--- config.mk ---
export PLATFORM = sky130hd
export DESIGN_NAME = pipe_stage_reg
export DESIGN_NICKNAME = d
export VERILOG_FILES = /design/src/rtl/pipe_stage_reg.sv
export SDC_FILE = /design/constraint.sdc
export NUM_CORES = 1
export LEC_CHECK = 0
export BUFFER_PORTS_ARGS = -buffer_cell sky130_fd_sc_hd__clkbuf_2
export CAP_MARGIN = 20
export CORE_UTILIZATION = 44
export DETAILED_ROUTE_END_ITERATION = 10
export PLACE_DENSITY = 0.78
export SLEW_MARGIN = 0
export SYNTH_ARGS = -nofsm -noshare
export SYNTH_HDL_FRONTEND = slang
export SYNTH_SLANG_ARGS = --single-unit
--- constraint.sdc ---
create_clock -name clk -period 1.55 [get_ports clk]
set_clock_uncertainty 0.05 [all_clocks]
set_input_delay 0.155 -clock clk [delete_from_list [all_inputs] [get_ports clk]]
set_output_delay 0.155 -clock clk [all_outputs]
set_load 0.01 [all_outputs]
--- src/rtl/pipe_stage_reg.sv ---
// pipe_stage_reg: valid/ready pipeline register with flush; define PIPE_STAGE_REG_SKID_EN for a 2-entry skid buffer.
module pipe_stage_reg #(
  parameter int WIDTH  = 32,
  parameter int CTRL_W = 4
) (
  input  logic             clk,
  input  logic             rst,
  input  logic             flush,
  input  logic             in_valid,
  output logic             in_ready,
  input  logic [WIDTH-1:0] in_data,
  output logic             out_valid,
  input  logic             out_ready,
  output logic [WIDTH-1:0] out_data,
  output logic [1:0]       count
);
  // Flush keeps only the payload bits above the control field.
  localparam logic [WIDTH-1:0] keep_mask = ~((WIDTH'(1) << CTRL_W) - WIDTH'(1));
  typedef enum logic [1:0] {EMPTY = 2'd0, ONE = 2'd1, TWO = 2'd2} state_t;
  state_t state;
  logic [WIDTH-1:0] main;
  logic accept, pop;
  assign out_valid = state != EMPTY;
  assign out_data  = main;
  assign count     = state;
  assign accept    = in_valid & in_ready;
  assign pop       = out_valid & out_ready;
`ifdef PIPE_STAGE_REG_SKID_EN
  logic [WIDTH-1:0] skid;
  assign in_ready = state != TWO;
  always_ff @(posedge clk) begin
    if (rst) begin
      state <= EMPTY;
      main  <= '0;
      skid  <= '0;
    end else if (flush) begin
      state <= EMPTY;
      main  <= main & keep_mask;
      skid  <= skid & keep_mask;
    end else if (state == EMPTY) begin
      if (accept) begin
        state <= ONE;
        main  <= in_data;
      end
    end else if (state == TWO) begin
      if (pop) begin
        state <= ONE;
        main  <= skid;
      end
    end else if (accept && !pop) begin
      state <= TWO;
      skid  <= in_data;
    end else if (pop) begin
      if (accept) main <= in_data;
      else state <= EMPTY;
    end
  end
`else
  assign in_ready = ~out_valid | out_ready;
  always_ff @(posedge clk) begin
    if (rst) begin
      state <= EMPTY;
      main  <= '0;
    end else if (flush) begin
      state <= EMPTY;
      main  <= main & keep_mask;
    end else if (accept) begin
      state <= ONE;
      main  <= in_data;
    end else if (pop) begin
      state <= EMPTY;
    end
  end
`endif
endmodule

==> results <==
- The netlist uses 18 different library cells.
- The number of warnings issued by yosys is 0.
- In this run, CTS created clock tree buffers numbering 5.
- Per report_power, the sequential group accounts for 56.2% of the total.
- The HPWL reported at the end of detailed placement is 2020 um.
- Broken down by cell family, the worst path's largest delay share belongs to simple AND/OR/NAND/NOR gates.
- The flop-to-flop setup slack is approximately 140 ps.
- The net count after synthesis is 190.
- The number of pins exceeding their max-slew limit in the final report is 0.
- Dividing the synthesized area by the synthesized cell count gives 9.13 sq um.
- The proportion of total power due to net switching is 24.5%.
- The floorplan has 20 rows.
- In this run, post-CTS repair resized a total of 0 instances.
- Synthesis handed over a netlist of 153 instances.
- The sink count of the clock tree is 33.
- The launching instance or port of the critical path is count[0].
- The residual overflow from global routing is 0.
- In the routed layout, each cell is associated on average with a via count of 4.90.
- The TritonCTS clock tree is built.
- The flow ran to the end, and the final reports show no timing, DRC or antenna violations.
- dfxtp_1 takes more of the synthesized area than any other cell.
- The routed layout has 1,303 vias.
- The path type of the worst setup path is reg -> reg.
- Derived from the worst setup path, the maximum achievable clock frequency is slightly above 0.7 GHz.
- The largest incremental delay on the critical path is 370 ps.
- Cells with a size suffix above 1 make up 41.0% of the layout.
- The total area inside the core boundary comes to 0.00303 sq mm.
- The final hold violation count is 0.
- The switching power summed over all nets is ~390 uW.
- The area growth from synthesis to layout is 32.5%.
- At the worst endpoint, the arrival time is 1620 ps.
- At the pin with the least slew margin, the transition time is 504 ps.
- The completed layout was analyzed and its total power is 1.61 mW.
- The end of the worst register-to-register path is out_data[19].
- The worst slack at placement is around 160 ps.
- Entering global routing, the biggest net connects 57 pins.
- The critical path goes through nor2b_4, buf_4, buf_12, or3b_1, a21oi_1.
- The worst hold path startpoint is in_data[3].
- The total of flip-flops plus latches after synthesis is 33.
- Measured along the x axis, the die boundary spans 58.3 um.
- The number of DRC violations after detailed-routing iteration 0 is 89.
- The final critical-path required period is around 1400 ps.
- Sequential elements use 47.3% of the synthesized area.
- Dividing the final minimum period by the clock period gives 91.3%.
- The final routed wirelength across all metal layers is ~3100 um.
- The total of fill cells in the finished design is 282.
- The clock transition at the register clock pins on the worst setup and hold paths after CTS is 90 ps.
- The netlist area before placement is 0.00140 sq mm.
- The endpoint of the worst setup timing path is out_data[19].
- The relative slew slack is between 60 and 70%.
- The first global-routing pass estimated roughly 4600 um of wire.
- The total of endpoints with negative setup slack in the final report is 0.
- The critical path runs through a total of 5 cells.
- The share of total power dissipated in the clock network is 29.5%.
- After routing, the total negative slack on setup checks comes to 0 ps.
- By area the synthesized netlist is led by dfxtp_1, or3b_1, a21oi_1, o21ai_0, or3b_2.
- The combinational cell fraction of total power is 14.3%.
- The area share of the leading cell type in the synthesized netlist is 47.3%.
- The worst-case setup margin in the final layout is 135 ps.
- For the worst setup path, the data required time is approximately 1800 ps.
- The root buffer selected by CTS is clkbuf_4.
- The number of max-cap violations is 0.
- Across the VDD grid, the largest voltage drop is 0.440 mV.
- After detailed routing, the number of remaining DRC violations is 0.
- The later pin in the worst-skew pair is clocked with a latency of 320 ps.
- In this run the tool buffered the top-level ports with between 70 and 80 buffer cells.
- The first detailed-routing pass took 4 iterations.
- The die span in y is 58.3 um.
- The sort of element at the end of the critical path is a flop.
- Counting along the longest clock path gives a buffer depth of 2.
- The number of I/O pins is between 70 and 80.
- The via count of the first global-routing pass is 979.
- In this run the static leakage power is 0.830 nW.
- Global routing used 17.9% of the available tracks.
- The depth of the most critical reg-to-reg path is 5.
- The internal cell power is 1.21 mW.
- The congestion estimate from routability-driven global placement came to roughly 0.79.
- The slowest stage of the critical path belongs to the cell or3b_1.
- The number of antenna violations at the first check in global routing was 0.
- The count of nets left with antenna violations once routing finished came out at 0.
- The count of nets after finishing is 259.
- Setup repair after global routing left no endpoint under its margin.
- STA classifies the critical path startpoint as a flop.
- The die outline area is 0.00340 sq mm.
- Of all nets on the critical path, the largest fanout is 30.
- The power density over cell area is 869 mW/mm^2.
- Counting both buffers and inverters, the worst setup path holds a total of 2.
- The effective utilization at floorplan is 46.1%.
- The maximum level of the CTS H-tree is 2.
- In the final routed layout, each cell accounts on average for around 12 um.
- The worst register-to-register path begins at count[0].
- The tightest min-delay check is of the in -> reg type.
- The repair_antennas step left the layout with diodes totalling 0.
## cell families (layout without fill, tap and decap cells)
family | count (synthesis) | after routing | share of synthesized area [%]
DFF | 33 | 33 | 47.3
and+or+nand+nor | 40 | 41 | 22.2
muxes | 4 | 4 | 2.87
buffers and inverters | 18 | 86 | 6.72
other | 1 | 1 | 0.269
AOI/OAI and AO/OA | 57 | 57 | 20.6
## sequential cells by signal, summed over array words and instances, names as in the netlist
name	flops
count	1
out_data	32
## power by group through the flow
stage | logic (mW) | clock network (mW) | registers, mW
2_1_floorplan | 0.111 | 0 | 0.940
3_3_place_gp | 0.219 | 0 | 0.923
3_5_place_dp | 0.222 | 0 | 0.923
4_1_cts | 0.228 | 0.494 | 0.904
5_1_grt | 0.254 | 0.531 | 0.909
6_report | 0.229 | 0.475 | 0.904
## cells in the final DEF (no fill, tap or decap), drive strengths merged
master	Yosys	routed
nor2b	1	2
mux2i	4	4
dlygate4sd3	0	2
o21ai	28	28
dfxtp	33	33
nand2b	1	1
conb	1	1
o21a	1	1
inv	1	1
buf	5	5
nand2	9	9
or3b	28	28
a21oi	28	28
clkbuf	12	78
nor2	1	1
## area by class of cell
type                    count  area, sq um  area share (%)
clock buffers               7         55.1            2.97
inverters                   1         3.75           0.203
flip-flops and latches     33          661            35.7
repair buffers             78          425            23.0
well taps                  44         55.1            2.97
multi-input cells         103          651            35.2
## through the flow
stage / std cells / instance area [sq um] / hold slack, ps / utilization [%]
4_1_cts: 264 / 1840 / 7.69 / 60.6
6_report: 266 / 1850 / 21.6 / 61.1
5_1_grt: 266 / 1850 / 5.50 / 61.1
3_5_place_dp: 254 / 1750 / 343 / 57.9
2_1_floorplan: 153 / 1400 / 229 / -
3_3_place_gp: 254 / 1750 / 337 / 57.9
## per-layer routing
layer	GRT usage [%]	wire length [um]
met5	0	0
met2	24.3	1310
met1	25.5	1510
met3	5.93	209
met4	8.16	70
## cells in the mapped netlist
| cell | count |
|---|---|
| o21ai_0 | 28 |
| buf_2 | 1 |
| clkbuf_1 | 10 |
| or3b_2 | 6 |
| buf_6 | 2 |
| a21oi_1 | 28 |
| inv_1 | 1 |
| conb_1 | 1 |
| o21a_1 | 1 |
| or3b_1 | 22 |
| nand2b_4 | 1 |
| mux2i_1 | 4 |
| clkbuf_2 | 2 |
| dfxtp_1 | 33 |
| buf_4 | 2 |
| nor2_1 | 1 |
| nand2_1 | 9 |
| nor2b_4 | 1 |
## worst min-delay path: stages
cell and delay, ps:
clkbuf_2 80, nand2_1 60, mux2i_1 60
## what timing repair did
item / 4_1_cts / 5_1_grt
endpoints found under the setup margin: 1 / 1
hold buffers: 2 / 0
setup buffers: 0 / 2
gates cloned: 1 / 0
endpoints found under the hold margin: 2 / 0
## how the worst min path moves through the flow
stage | endpoint | slack (ps) | cells past startpoint
finish | out_data[3] | 20 | 3
global route | out_data[2] | 5 | 3
CTS | out_data[2] | 8 | 3
detailed placement | out_data[0] | 340 | 3
global placement | out_data[1] | 340 | 3
floorplan | count[0] | 230 | 1
Power figures use the tool's default switching activity.
